File: config.mk
export PLATFORM = sky130hd
export DESIGN_NAME = load_store_unit
export DESIGN_NICKNAME = d
export VERILOG_FILES = /design/src/rtl/load_store_unit.sv
export SDC_FILE = /design/constraint.sdc
export NUM_CORES = 1
export LEC_CHECK = 0
export CAP_MARGIN = 5
export CORE_ASPECT_RATIO = 0.75
export CORE_UTILIZATION = 48
export CTS_CLUSTER_DIAMETER = 100
export DETAILED_ROUTE_END_ITERATION = 10
export GPL_ROUTABILITY_DRIVEN = 0
export PLACE_DENSITY_LB_ADDON = 0.05
export SYNTH_ARGS = -nofsm -noshare
export SYNTH_HDL_FRONTEND = slang
export SYNTH_SLANG_ARGS = --single-unit
File: constraint.sdc
create_clock -name clk -period 5.65 [get_ports clk]
set_clock_uncertainty 0.05 [all_clocks]
set_input_delay 1.13 -clock clk [delete_from_list [all_inputs] [get_ports clk]]
set_output_delay 1.13 -clock clk [all_outputs]
set_load 0.1 [all_outputs]
File: src/rtl/load_store_unit.sv
// rtl/load_store_unit.sv - MEM-stage load/store unit with sub-word extension and read-modify-write stores
module load_store_unit #(
  parameter int DEPTH = 32
) (
  input  logic        clk,
  input  logic        rst,
  input  logic        req,
  input  logic        we,
  input  logic [1:0]  size,
  input  logic        unsigned_ld,
  input  logic [31:0] addr,
  input  logic [31:0] store_data,
  output logic [31:0] load_data,
  output logic        busy,
  output logic        done,
  output logic        addr_error,
  output logic [31:0] mem_addr,
  output logic [31:0] mem_wdata,
  output logic        mem_read,
  output logic        mem_write,
  input  logic [31:0] mem_rdata
);

  typedef enum logic [2:0] {
    S_IDLE,
    S_LOAD,
    S_RMW_READ,
    S_WRITE,
    S_DONE
  } state_t;

  localparam logic [29:0] DEPTH_W = 30'(DEPTH);

  state_t      state_q, state_d;
  logic        we_q, we_d;
  logic [1:0]  size_q, size_d;
  logic        uns_q, uns_d;
  logic [1:0]  off_q, off_d;
  logic [31:0] sdata_q, sdata_d;
  logic [31:0] load_data_q, load_data_d;
  logic [31:0] mem_addr_q, mem_addr_d;
  logic [31:0] mem_wdata_q, mem_wdata_d;
  logic        busy_q, busy_d;
  logic        done_q, done_d;
  logic        addr_error_q, addr_error_d;
  logic        mem_read_q, mem_read_d;
  logic        mem_write_q, mem_write_d;
  logic        req_error;

  // Lanes are big-endian: offset 0 is the most significant byte/half.
  function automatic logic [31:0] extend_load(input logic [31:0] w, input logic [1:0] sz,
                                              input logic [1:0] off, input logic uns);
    logic [7:0]  b;
    logic [15:0] h;
    logic [31:0] r;
    case (off)
      2'd0:    b = w[31:24];
      2'd1:    b = w[23:16];
      2'd2:    b = w[15:8];
      default: b = w[7:0];
    endcase
    h = off[1] ? w[15:0] : w[31:16];
    case (sz)
      2'b00:   r = uns ? {24'h0, b} : {{24{b[7]}}, b};
      2'b01:   r = uns ? {16'h0, h} : {{16{h[15]}}, h};
      default: r = w;
    endcase
    return r;
  endfunction

  function automatic logic [31:0] merge_store(input logic [31:0] w, input logic [31:0] d,
                                              input logic [1:0] sz, input logic [1:0] off);
    logic [31:0] r;
    r = w;
    if (sz == 2'b00) begin
      case (off)
        2'd0:    r[31:24] = d[7:0];
        2'd1:    r[23:16] = d[7:0];
        2'd2:    r[15:8]  = d[7:0];
        default: r[7:0]   = d[7:0];
      endcase
    end else if (sz == 2'b01) begin
      if (off[1]) r[15:0] = d[15:0];
      else        r[31:16] = d[15:0];
    end else begin
      r = d;
    end
    return r;
  endfunction

  always_comb begin
    req_error = (size == 2'b11)
             || ((size == 2'b01) && addr[0])
             || ((size == 2'b10) && (addr[1:0] != 2'b00))
             || (addr[31:2] >= DEPTH_W);
  end

  always_comb begin
    state_d      = state_q;
    we_d         = we_q;
    size_d       = size_q;
    uns_d        = uns_q;
    off_d        = off_q;
    sdata_d      = sdata_q;
    load_data_d  = load_data_q;
    mem_addr_d   = mem_addr_q;
    mem_wdata_d  = mem_wdata_q;
    done_d       = 1'b0;
    addr_error_d = 1'b0;
    mem_read_d   = 1'b0;
    mem_write_d  = 1'b0;
    case (state_q)
      S_IDLE: begin
        if (req) begin
          we_d       = we;
          size_d     = size;
          uns_d      = unsigned_ld;
          off_d      = addr[1:0];
          sdata_d    = store_data;
          mem_addr_d = {2'b00, addr[31:2]};
          if (req_error) begin
            state_d      = S_DONE;
            done_d       = 1'b1;
            addr_error_d = 1'b1;
          end else if (!we) begin
            state_d    = S_LOAD;
            mem_read_d = 1'b1;
          end else if (size == 2'b10) begin
            state_d     = S_WRITE;
            mem_write_d = 1'b1;
            mem_wdata_d = store_data;
          end else begin
            state_d    = S_RMW_READ;
            mem_read_d = 1'b1;
          end
        end
      end
      S_LOAD: begin
        load_data_d = extend_load(mem_rdata, size_q, off_q, uns_q);
        state_d     = S_DONE;
        done_d      = 1'b1;
      end
      S_RMW_READ: begin
        mem_wdata_d = merge_store(mem_rdata, sdata_q, size_q, off_q);
        mem_write_d = 1'b1;
        state_d     = S_WRITE;
      end
      S_WRITE: begin
        state_d = S_DONE;
        done_d  = 1'b1;
      end
      S_DONE:  state_d = S_IDLE;
      default: state_d = S_IDLE;
    endcase
    busy_d = (state_d != S_IDLE);
  end

  always_ff @(posedge clk or posedge rst) begin
    if (rst) begin
      state_q      <= S_IDLE;
      we_q         <= 1'b0;
      size_q       <= 2'b00;
      uns_q        <= 1'b0;
      off_q        <= 2'b00;
      sdata_q      <= 32'h0;
      load_data_q  <= 32'h0;
      mem_addr_q   <= 32'h0;
      mem_wdata_q  <= 32'h0;
      busy_q       <= 1'b0;
      done_q       <= 1'b0;
      addr_error_q <= 1'b0;
      mem_read_q   <= 1'b0;
      mem_write_q  <= 1'b0;
    end else begin
      state_q      <= state_d;
      we_q         <= we_d;
      size_q       <= size_d;
      uns_q        <= uns_d;
      off_q        <= off_d;
      sdata_q      <= sdata_d;
      load_data_q  <= load_data_d;
      mem_addr_q   <= mem_addr_d;
      mem_wdata_q  <= mem_wdata_d;
      busy_q       <= busy_d;
      done_q       <= done_d;
      addr_error_q <= addr_error_d;
      mem_read_q   <= mem_read_d;
      mem_write_q  <= mem_write_d;
    end
  end

  // we_q is kept with the other request fields; the store path is chosen at acceptance.
  logic unused_we;
  assign unused_we  = we_q;

  assign load_data  = load_data_q;
  assign mem_addr   = mem_addr_q;
  assign mem_wdata  = mem_wdata_q;
  assign busy       = busy_q;
  assign done       = done_q;
  assign addr_error = addr_error_q;
  assign mem_read   = mem_read_q;
  assign mem_write  = mem_write_q;

endmodule

==> flow_summary.yaml <==
cts:
  cts_setup_buffers: 0
  clk_pin_slew_ps: 60
  ctsHtreeMaxLevel: 4
  numCtsBuffers: 17
  cts_tree: "yes"
  ctsRootBufferMaster: "clkbuf_16"
  insertion_delay_ps: 420
  cts_resized: 0
  clock-sinks: 139
  cts_buffer_depth: 2
  cts-hold-fix-buffers: 0
yosys:
  postSynthCellCount: 603
  synth_area_leader_cell: "dfrtp_1"
  synth-async-reset-ratio_pct: 100
  synth.area.top_cells: "dfrtp_1 51%, mux2_2 22%, a222oi_1 3.5%"
  ys_warn_count: 0
  synth_edf_count: 0
  synth_cell_type_count: 42
  seq_area_frac_synth_pct: 50.5
  syn_avg_cell_area_um2: 11.4
  synth_top_cell_area_share_pct: 50.5
  ys.flop_type: "dfrtp_1"
  ys_ff_latch: 139
  synth_area_um2: 6890
hold_path:
  hp-start: "load_data[2]"
  hold_depth: 2
  hold_end: "load_data[2]"
  hp-class: "reg2reg"
critical_path:
  cp_slowest_cell: "nor4_1"
  crit_path_cell_trace: "clkdlybuf4s50_1 > nor4_1 > o211ai_1 > nor3_2 > a31oi_4 > mux2_1"
  r2r-start: "off_q[1]"
  reg2reg_slack_ps: 2640
  slowest_delay_ps: 490
  cp_max_fo: 33
  r2r.worst_path.cells: 6
  end_kind: "flip-flop"
  arrival_ps: 3520
  cp-startpoint: "addr[11]"
  crit_required_ps: 5900
  critical_path_class: "in2reg"
  crit_path_start_kind: "input pin"
  r2r-end: "load_data[23]"
timing:
  hold_violations: 0
  fin_tns_setup_ps: 0
  timing.final.crit_period_ps: 3270
  worstMarginPinSlew_ps: 1190
  drv_slew: 0
  max_slew_margin_pct: 20.7
  rsz0062_at_grt: "no"
  holdWs_ps: 436
  period_share_pct: 57.8
  finalSetupViolations: 0
  fmax_ghz: 0.306
final_layout:
  n_antenna_cell: 0
  nets: 891
  ff_latch_area_um2: 3480
  final.fill_count: 1012
  areaGrowthSynthToFinish_pct: 40.1
  layout-drive-gt1-share_pct: 23.0
  multi_input_area_um2: 3190
global_route:
  track_usage_pct: 28.1
  antenna_found_initial: 0
  grt_pass1_wl_um: 31400
  grt_pass1_vias: 5669
  grt_max_degree: 99
  grt.overflow.total: 0
pwr:
  max-vdd-ir-drop_uv: 236
  cellLeakagePower_uw: 0.00413
  p_per_area_nw_per_um2: 339
detailed_routing:
  viasPerCell: 5.79
  avgRoutedWirePerCell_um: 20.4
  ant_nets: 0
  vias: 5647
  drc: 0
  drt_iter0_markers: 507
  routed_wl_um: 19900
  dr.pass1.iters: 10
floorplan:
  core_um2: 13800
  io_pins: 204
  die_area_um2: 14800
  core.rowCount: 37
  dieHeight_um: 106
  start_util_pct: 49.8
  die_x_um: 140
run_status:
  status: "finished clean"
place:
  hpwl_um: 14400
  numPortBuffers: 201
run:
  maxCapViolations: 0
## worst max path at each step
stage,to
after floorplan,addr_error
after global placement,mem_wdata[23]
after detailed placement,mem_wdata[23]
after CTS,mem_wdata[23]
after global routing,mem_wdata[23]
final,mem_wdata[23]
## cells in the final DEF, fill, tap and decap left out, types with 6 or more instances in the layout
cell             instances
clkdlybuf4s50_1        201
dfrtp_1                139
mux2_2                 133
nand2_1                 61
nor2_1                  48
a21oi_1                 37
o21ai_0                 32
a222oi_1                24
mux2i_1                 18
clkbuf_16               17
inv_1                    7
a221oi_1                 7
buf_4                    7
o221ai_1                 6
## state kept, by name, indices dropped and copies added (netlist names)
name,count
sdata_q,32
mem_wdata,32
off_q,2
load_data,32
done,1
size_q,2
mem_write,1
uns_q,1
mem_read,1
busy,1
mem_addr,30
state_q,3
addr_error,1
## critical path: cells and delay by family
family	cells	cell delay, ps
compound gates	2	650
simple gates	2	830
mux	1	480
buf+inv	1	420
## cell type report
class                   instances  area share, %
well taps                     175           2.27
flip-flops and latches        139           36.1
clock buffers                  18           4.55
inverters                       8          0.363
clock inverters                14           2.24
multi-input cells             414           33.1
repair buffers                208           21.4
## metrics by stage
stage | utilization [%] | power, µW | cells | setup slack [ps] | cell area [µm²]
2_1_floorplan | - | 1770 | 604 | 745 | 6890
3_3_place_gp | 65.0 | 2020 | 944 | 2030 | 8990
3_5_place_dp | 65.0 | 2040 | 944 | 1950 | 8990
4_1_cts | 69.7 | 3280 | 976 | 2380 | 9650
5_1_grt | 69.7 | 3380 | 976 | 2250 | 9650
6_report | 69.7 | 3270 | 976 | 2380 | 9650
## metal layers
| metal | wire length, µm | vias to the layer above | GRT usage (%) |
|---|---|---|---|
| met4 | 210 | 0 | 8.08 |
| li1 | - | 2588 | - |
| met1 | 8890 | 2792 | 39.3 |
| met2 | 9150 | 251 | 43.5 |
| met5 | 0 | - | 0 |
| met3 | 1660 | 16 | 6.95 |
## cells by family (layout without fill, tap and decap cells)
| group | Yosys count | after routing | synth area share (%) |
|---|---|---|---|
| other | 1 | 2 | 0.0545 |
| flip-flops | 139 | 139 | 50.5 |
| AND/OR/NAND/NOR | 133 | 133 | 8.30 |
| AO/OA/AOI/OAI | 124 | 124 | 12.6 |
| buffers and inverters | 51 | 248 | 3.38 |
| multiplexers | 155 | 155 | 25.2 |
## report_power, final
part           switching, µW  internal (µW)  total, µW
clock network            439            797       1240
logic                    551            320        872
registers               85.3           1070       1160
## cell usage after synthesis (2+ instances only)
| master | n |
|---|---|
| nor3_1 | 3 |
| nor4_1 | 5 |
| or2_2 | 2 |
| mux2_2 | 133 |
| a21oi_1 | 37 |
| a22o_1 | 5 |
| nand2b_1 | 3 |
| a222oi_1 | 24 |
| dfrtp_1 | 139 |
| o221ai_1 | 6 |
| inv_1 | 8 |
| nor3_2 | 2 |
| mux2_1 | 3 |
| o21ai_0 | 32 |
| a21o_1 | 3 |
| o21ai_1 | 3 |
| nand2_1 | 61 |
| nor2b_1 | 2 |
| mux2i_1 | 18 |
| buf_2 | 18 |
| a221oi_1 | 7 |
| nor2_1 | 48 |
| buf_4 | 3 |
| clkbuf_1 | 20 |
(Power assumes the default switching activity.)
